## config.mk

```make
export PLATFORM = sky130hd
export DESIGN_NAME = apb_slave_regfile_flat
export DESIGN_NICKNAME = d
export VERILOG_FILES = /design/src/rtl/apb_slave_regfile_if.sv /design/src/rtl/apb_slave_regfile.sv /design/src/flat_wrapper.sv
export SDC_FILE = /design/constraint.sdc
export NUM_CORES = 1
export LEC_CHECK = 0
export CAP_MARGIN = 30
export CORE_MARGIN = 1
export CORE_UTILIZATION = 39
export DETAILED_ROUTE_END_ITERATION = 10
export PLACE_DENSITY = 0.62
export SLEW_MARGIN = 20
export SYNTH_ARGS = -nofsm -noshare
export SYNTH_HDL_FRONTEND = slang
export SYNTH_SLANG_ARGS = --single-unit
export TNS_END_PERCENT = 30
```

## constraint.sdc

```tcl
create_clock -name clk_i -period 1.9 [get_ports clk_i]
set_input_delay 0.285 -clock clk_i [delete_from_list [all_inputs] [get_ports clk_i]]
set_output_delay 0.285 -clock clk_i [all_outputs]
set_load 0.1 [all_outputs]
```

## src/rtl/apb_slave_regfile_if.sv

```systemverilog
// APB3 bus bundle between one requester and one completer.
// The master drives the request phase; the slave returns ready, error and read data.
interface apb_slave_regfile_if #(
    parameter int ADDR_WIDTH = 12,
    parameter int DATA_WIDTH = 32
);
    logic                  psel;
    logic                  penable;
    logic                  pwrite;
    logic [ADDR_WIDTH-1:0] paddr;
    logic [DATA_WIDTH-1:0] pwdata;
    logic [DATA_WIDTH-1:0] prdata;
    logic                  pready;
    logic                  pslverr;

    modport master (
        output psel, penable, pwrite, paddr, pwdata,
        input  prdata, pready, pslverr
    );

    modport slave (
        input  psel, penable, pwrite, paddr, pwdata,
        output prdata, pready, pslverr
    );
endinterface

```

## src/rtl/apb_slave_regfile.sv

```systemverilog
// APB3 completer with a word-addressed register file.
// Every access phase is stretched by a fixed number of PREADY-low cycles.
module apb_slave_regfile #(
    parameter int DATA_WIDTH  = 32,
    parameter int ADDR_WIDTH  = 12,
    parameter int NUM_REGS    = 16,
    parameter int WAIT_CYCLES = 1
) (
    input  logic               clk_i,
    input  logic               rstn_i,
    apb_slave_regfile_if.slave bus
);
    localparam int IDX_W  = ADDR_WIDTH - 2;
    localparam int RIDX_W = (NUM_REGS > 1) ? $clog2(NUM_REGS) : 1;
    localparam int CNT_W  = (WAIT_CYCLES > 0) ? $clog2(WAIT_CYCLES + 1) : 1;

    typedef enum logic [1:0] {
        ST_IDLE = 2'd0,
        ST_WAIT = 2'd1,
        ST_DONE = 2'd2
    } state_t;

    state_t                state_q, state_d;
    logic [CNT_W-1:0]      cnt_q, cnt_d;
    logic [RIDX_W-1:0]     idx_q, idx_d;
    logic                  write_q, write_d;
    logic                  err_q, err_d;
    logic [DATA_WIDTH-1:0] wdata_q, wdata_d;
    logic                  pready_q, pready_d;
    logic                  pslverr_q, pslverr_d;
    logic [DATA_WIDTH-1:0] prdata_q, prdata_d;
    logic [DATA_WIDTH-1:0] regs_q [NUM_REGS];

    logic [IDX_W-1:0]      idx_full;
    logic [RIDX_W-1:0]     idx_in;
    logic                  err_in;
    logic                  commit;

    // Out-of-range indices are always flagged as errors, so the truncated index is safe.
    assign idx_full = bus.paddr[ADDR_WIDTH-1:2];
    assign idx_in   = idx_full[RIDX_W-1:0];
    assign err_in   = (bus.paddr[1:0] != 2'b00) ||
                      ({1'b0, idx_full} >= (IDX_W+1)'(NUM_REGS));

    always_comb begin
        state_d   = state_q;
        cnt_d     = cnt_q;
        idx_d     = idx_q;
        write_d   = write_q;
        err_d     = err_q;
        wdata_d   = wdata_q;
        pready_d  = 1'b0;
        pslverr_d = 1'b0;
        prdata_d  = '0;
        commit    = 1'b0;
        case (state_q)
            ST_IDLE: begin
                if (bus.psel && !bus.penable) begin
                    idx_d   = idx_in;
                    write_d = bus.pwrite;
                    err_d   = err_in;
                    wdata_d = bus.pwdata;
                    cnt_d   = CNT_W'(WAIT_CYCLES);
                    if (WAIT_CYCLES == 0) begin
                        state_d   = ST_DONE;
                        pready_d  = 1'b1;
                        pslverr_d = err_in;
                        if (!bus.pwrite && !err_in) begin
                            prdata_d = regs_q[idx_in];
                        end
                    end else begin
                        state_d = ST_WAIT;
                    end
                end
            end
            ST_WAIT: begin
                if (!bus.psel) begin
                    state_d = ST_IDLE;
                end else if (cnt_q == CNT_W'(1)) begin
                    state_d   = ST_DONE;
                    pready_d  = 1'b1;
                    pslverr_d = err_q;
                    if (!write_q && !err_q) begin
                        prdata_d = regs_q[idx_q];
                    end
                end else begin
                    cnt_d = cnt_q - CNT_W'(1);
                end
            end
            ST_DONE: begin
                state_d = ST_IDLE;
                commit  = write_q && bus.psel && bus.penable && !err_q;
            end
            default: state_d = ST_IDLE;
        endcase
    end

    always_ff @(posedge clk_i or negedge rstn_i) begin
        if (!rstn_i) begin
            state_q   <= ST_IDLE;
            cnt_q     <= '0;
            idx_q     <= '0;
            write_q   <= 1'b0;
            err_q     <= 1'b0;
            wdata_q   <= '0;
            pready_q  <= 1'b0;
            pslverr_q <= 1'b0;
            prdata_q  <= '0;
            for (int i = 0; i < NUM_REGS; i++) begin
                regs_q[i] <= '0;
            end
        end else begin
            state_q   <= state_d;
            cnt_q     <= cnt_d;
            idx_q     <= idx_d;
            write_q   <= write_d;
            err_q     <= err_d;
            wdata_q   <= wdata_d;
            pready_q  <= pready_d;
            pslverr_q <= pslverr_d;
            prdata_q  <= prdata_d;
            if (commit) begin
                regs_q[idx_q] <= wdata_q;
            end
        end
    end

    assign bus.pready  = pready_q;
    assign bus.pslverr = pslverr_q;
    assign bus.prdata  = prdata_q;
endmodule

```

## src/flat_wrapper.sv

```systemverilog
// flat-port wrapper written by rule: the top's interface ports become plain ports
module apb_slave_regfile_flat 
#(
    parameter int DATA_WIDTH  = 32,
    parameter int ADDR_WIDTH  = 12,
    parameter int NUM_REGS    = 16,
    parameter int WAIT_CYCLES = 1
)
  (clk_i, rstn_i, bus_psel, bus_penable, bus_pwrite, bus_paddr, bus_pwdata, bus_prdata, bus_pready, bus_pslverr);
  apb_slave_regfile_if #(.ADDR_WIDTH(ADDR_WIDTH), .DATA_WIDTH(DATA_WIDTH)) bus_i ();
  input  logic clk_i;
  input  logic rstn_i;
  input wire logic [$bits(bus_i.psel)-1:0] bus_psel;
  input wire logic [$bits(bus_i.penable)-1:0] bus_penable;
  input wire logic [$bits(bus_i.pwrite)-1:0] bus_pwrite;
  input wire logic [$bits(bus_i.paddr)-1:0] bus_paddr;
  input wire logic [$bits(bus_i.pwdata)-1:0] bus_pwdata;
  output wire logic [$bits(bus_i.prdata)-1:0] bus_prdata;
  output wire logic [$bits(bus_i.pready)-1:0] bus_pready;
  output wire logic [$bits(bus_i.pslverr)-1:0] bus_pslverr;
  assign bus_i.psel = bus_psel;
  assign bus_i.penable = bus_penable;
  assign bus_i.pwrite = bus_pwrite;
  assign bus_i.paddr = bus_paddr;
  assign bus_i.pwdata = bus_pwdata;
  assign bus_prdata = bus_i.prdata;
  assign bus_pready = bus_i.pready;
  assign bus_pslverr = bus_i.pslverr;
  apb_slave_regfile #(.DATA_WIDTH(DATA_WIDTH), .ADDR_WIDTH(ADDR_WIDTH), .NUM_REGS(NUM_REGS), .WAIT_CYCLES(WAIT_CYCLES)) u_core (.clk_i(clk_i), .rstn_i(rstn_i), .bus(bus_i));
endmodule
```

==> results.py <==
metrics = {
    "global_routing": {
        "grt_max_degree": 94,
        "first_global_vias": 16100,
        "grt_first_pass_wirelength_mm": 98.9,
        "overflow": 0,
        "antenna_found_initial": 1,
        "track_usage_pct": 19.4,
    },
    "place": {
        "gp_congestion": 0.752,
        "port_buffers": 82,
        "hpwl_mm": 38.8,
        "placed_cells": 2513,
        "placed_area_um2": 28700,
    },
    "power": {
        "p_leak_nw": 15.7,
        "power_density_nw_per_um2": 908,
        "total_power_mw": 29.7,
        "ir_drop_v": 0.000711,
    },
    "finish": {
        "mostFrequentLayoutCells": "584 x dfrtp_1, 311 x mux2_1, 217 x mux2_4",
        "design_area_um2": 32700,
        "synthToLayoutAreaGrowth_pct": 26.1,
        "layout.nets": 1813,
        "mostFrequentLayoutCell": "dfrtp_1",
        "layout.cells.non_filler": 2676,
        "final_util_pct": 49.8,
        "diodes": 0,
        "drive_gt1_share_pct": 40.5,
    },
    "logic_synthesis": {
        "synthCells": 1575,
        "syn_avg_cell_area_um2": 16.5,
        "ys_seq_area_share_pct": 56.6,
        "yosysTopAreaCell": "dfrtp_1",
        "synth_cell_types": 33,
        "synth_top_area_share_pct": 56.6,
        "yosys_register_bits": 587,
        "synth.area.top_cells": "dfrtp_1 57%, mux2_1 22%, mux4_2 11%",
        "synth_nets": 1624,
        "netlist_area_um2": 25900,
        "synth_warnings": 0,
    },
    "clocking": {
        "cts_buffer_depth": 3,
        "path_clk_slew_ns": 0.06,
        "cts.sink_count": 587,
        "htree_num_levels": 3,
        "numCtsBuffers": 66,
        "cts_tree": "done",
        "root_buffer": "clkbuf_16",
        "clock_latency_ns": 0.60,
    },
    "timing": {
        "period_share_pct": 111,
        "rsz0062_at_grt": "yes",
        "worstMarginPinSlew_ns": 0.670,
        "slew_viol_final": 0,
        "finalSetupViolCount": 485,
        "max_clock_freq_ghz": 0.474,
        "layout_min_cycle_time_ns": 2.11,
        "finalHoldViolCount": 0,
        "finalWorstSetupSlack_ns": -0.208,
        "fin_skew_ns": 0.0290,
        "relSlewSlack_pct": 55.3,
        "hold_slack_ns": 0.186,
    },
    "drt": {
        "route.detailed.drc": 0,
        "routed_via_density": 5.49,
        "first_pass_iters": 5,
        "wl_per_cell_um": 24.7,
        "wl_mm": 66.1,
        "ant_nets": 0,
        "drtIter0Drc": 748,
        "vias": 14700,
    },
    "flow_run": {
        "cap_violations": 0,
    },
    "status": {
        "outcome": "finished, violations left",
        "violations": "negative setup slack",
    },
    "worst_setup_path": {
        "cp-end-kind": "register",
        "crit_fanout": 9,
        "worstSetupPathType": "register to register",
        "worstReg2RegStart": "u_core.idx_q[0]",
        "worstPathRequired_ns": 2.37,
        "start_kind": "register",
        "regToRegEndpoint": "u_core.regs_q[226]",
        "arrival_ns": 2.58,
        "rrSetupSlack_ns": -0.21,
        "rr_worst_depth": 6,
    },
    "worst_hold_path": {
        "hp-class": "input port to asynchronous set/reset pin",
    },
    "floorplanning": {
        "die_x_um": 260,
        "design.core.area_um2": 65700,
        "initial_core_util_pct": 39.5,
        "placementRows": 94,
        "ios": 83,
        "die_h_um": 260,
        "design.die.area_um2": 67600,
    },
}
==> flip-flops by register name, indices dropped and copies added (netlist names) <==
signal              count
u_core.regs_q         512
u_core.wdata_q         32
u_core.bus.pready       1
u_core.bus.prdata      32
u_core.err_q            1
u_core.write_q          1
u_core.state_q          2
u_core.idx_q            4
u_core.bus.pslverr      1
u_core.cnt_q            1
==> cell usage after synthesis <==
| cell type | count |
|---|---|
| or2_4 | 1 |
| a31oi_1 | 1 |
| nand2b_1 | 4 |
| nand2b_4 | 1 |
| mux4_2 | 128 |
| nor2_1 | 3 |
| or4b_1 | 4 |
| clkbuf_1 | 68 |
| buf_2 | 55 |
| nand2b_2 | 1 |
| and2_1 | 2 |
| dfrtp_1 | 587 |
| buf_1 | 1 |
| mux2_1 | 498 |
| nand2_1 | 1 |
| nand4b_1 | 1 |
| nand2_2 | 1 |
| buf_4 | 8 |
| o221ai_1 | 32 |
| mux2i_1 | 32 |
| inv_1 | 32 |
| nand4_1 | 32 |
| a21oi_1 | 1 |
| mux2_4 | 30 |
| nor4_2 | 3 |
| nor4_1 | 2 |
| mux2_2 | 21 |
| nor4_4 | 9 |
| nand3b_1 | 2 |
| nor4b_1 | 1 |
| nand4b_2 | 1 |
| buf_6 | 10 |
| and4b_1 | 2 |
==> report_power, final <==
| group | total (mW) | switching, mW | internal [mW] |
|---|---|---|---|
| logic | 3.38 | 1.70 | 1.68 |
| clock network | 12.7 | 5.06 | 7.67 |
| registers | 13.6 | 0.889 | 12.7 |
| total | 29.7 | 7.65 | 22.1 |
==> timing repair <==
action	4_1_cts	5_1_grt
hold endpoints to repair	274	0
cloned	1	15
setup endpoints to repair	544	566
resized for setup	43	277
hold buffers	1	0
pin swaps	5	20
buffers inserted	14	17
==> kinds of logic (layout without fill, tap and decap cells) <==
family	count (synthesis)	after routing	synth area share, %
muxes	709	709	36.6
buffers and inverters	174	411	3.19
DFF	587	587	56.6
AOI/OAI and AO/OA	34	34	1.12
and+or+nand+nor	71	71	2.46
==> routing by layer <==
layer / part of all wire [%] / up-vias / global-route usage (%)
met5: 0 / - / 0
met4: 2.7 / 0 / 6.09
met3: 3.8 / 113 / 3.37
met2: 49 / 287 / 31.8
met1: 45 / 8028 / 26.0
li1: - / 6252 / -
==> per-stage QoR <==
| stage | TNS, ns | setup WS [ns] |
|---|---|---|
| after floorplan | -10.15 | -0.0926 |
| after global placement | -271.80 | -0.849 |
| after detailed placement | -272.28 | -0.858 |
| after CTS | -31.00 | -0.162 |
| after global routing | -56.71 | -0.226 |
| final | -32.99 | -0.208 |
==> worst max-delay path by stage <==
stage,startpoint,end,slack [ns],cells after the start
finish,u_core.idx_q[0],u_core.regs_q[226],-0.21,6
global route,u_core.idx_q[0],u_core.regs_q[232],-0.23,6
CTS,u_core.idx_q[0],u_core.bus.prdata[24],-0.16,6
detailed placement,bus_penable,u_core.regs_q[8],-0.86,6
global placement,bus_penable,u_core.regs_q[2],-0.85,6
floorplan,u_core.idx_q[1],u_core.regs_q[481],-0.09,6
==> worst max-delay path, stage by stage, from the launching register on <==
cell	delay [ns]
dfrtp_4	0.54
or2_4	0.29
buf_6	0.13
nor4_4	0.28
buf_6	0.21
buf_12	0.17
mux2_1	0.34
==> final cells by class <==
cell class	instances	area, µm²
inverter	32	120
fill	5405	33000
tap	864	1080
clock inverter	14	189
sequential	587	14700
timing repair buffer	263	3270
clock buffer	102	1970
multi-input combinational	814	11400
Note: power is estimated with default switching activity, not from simulation.
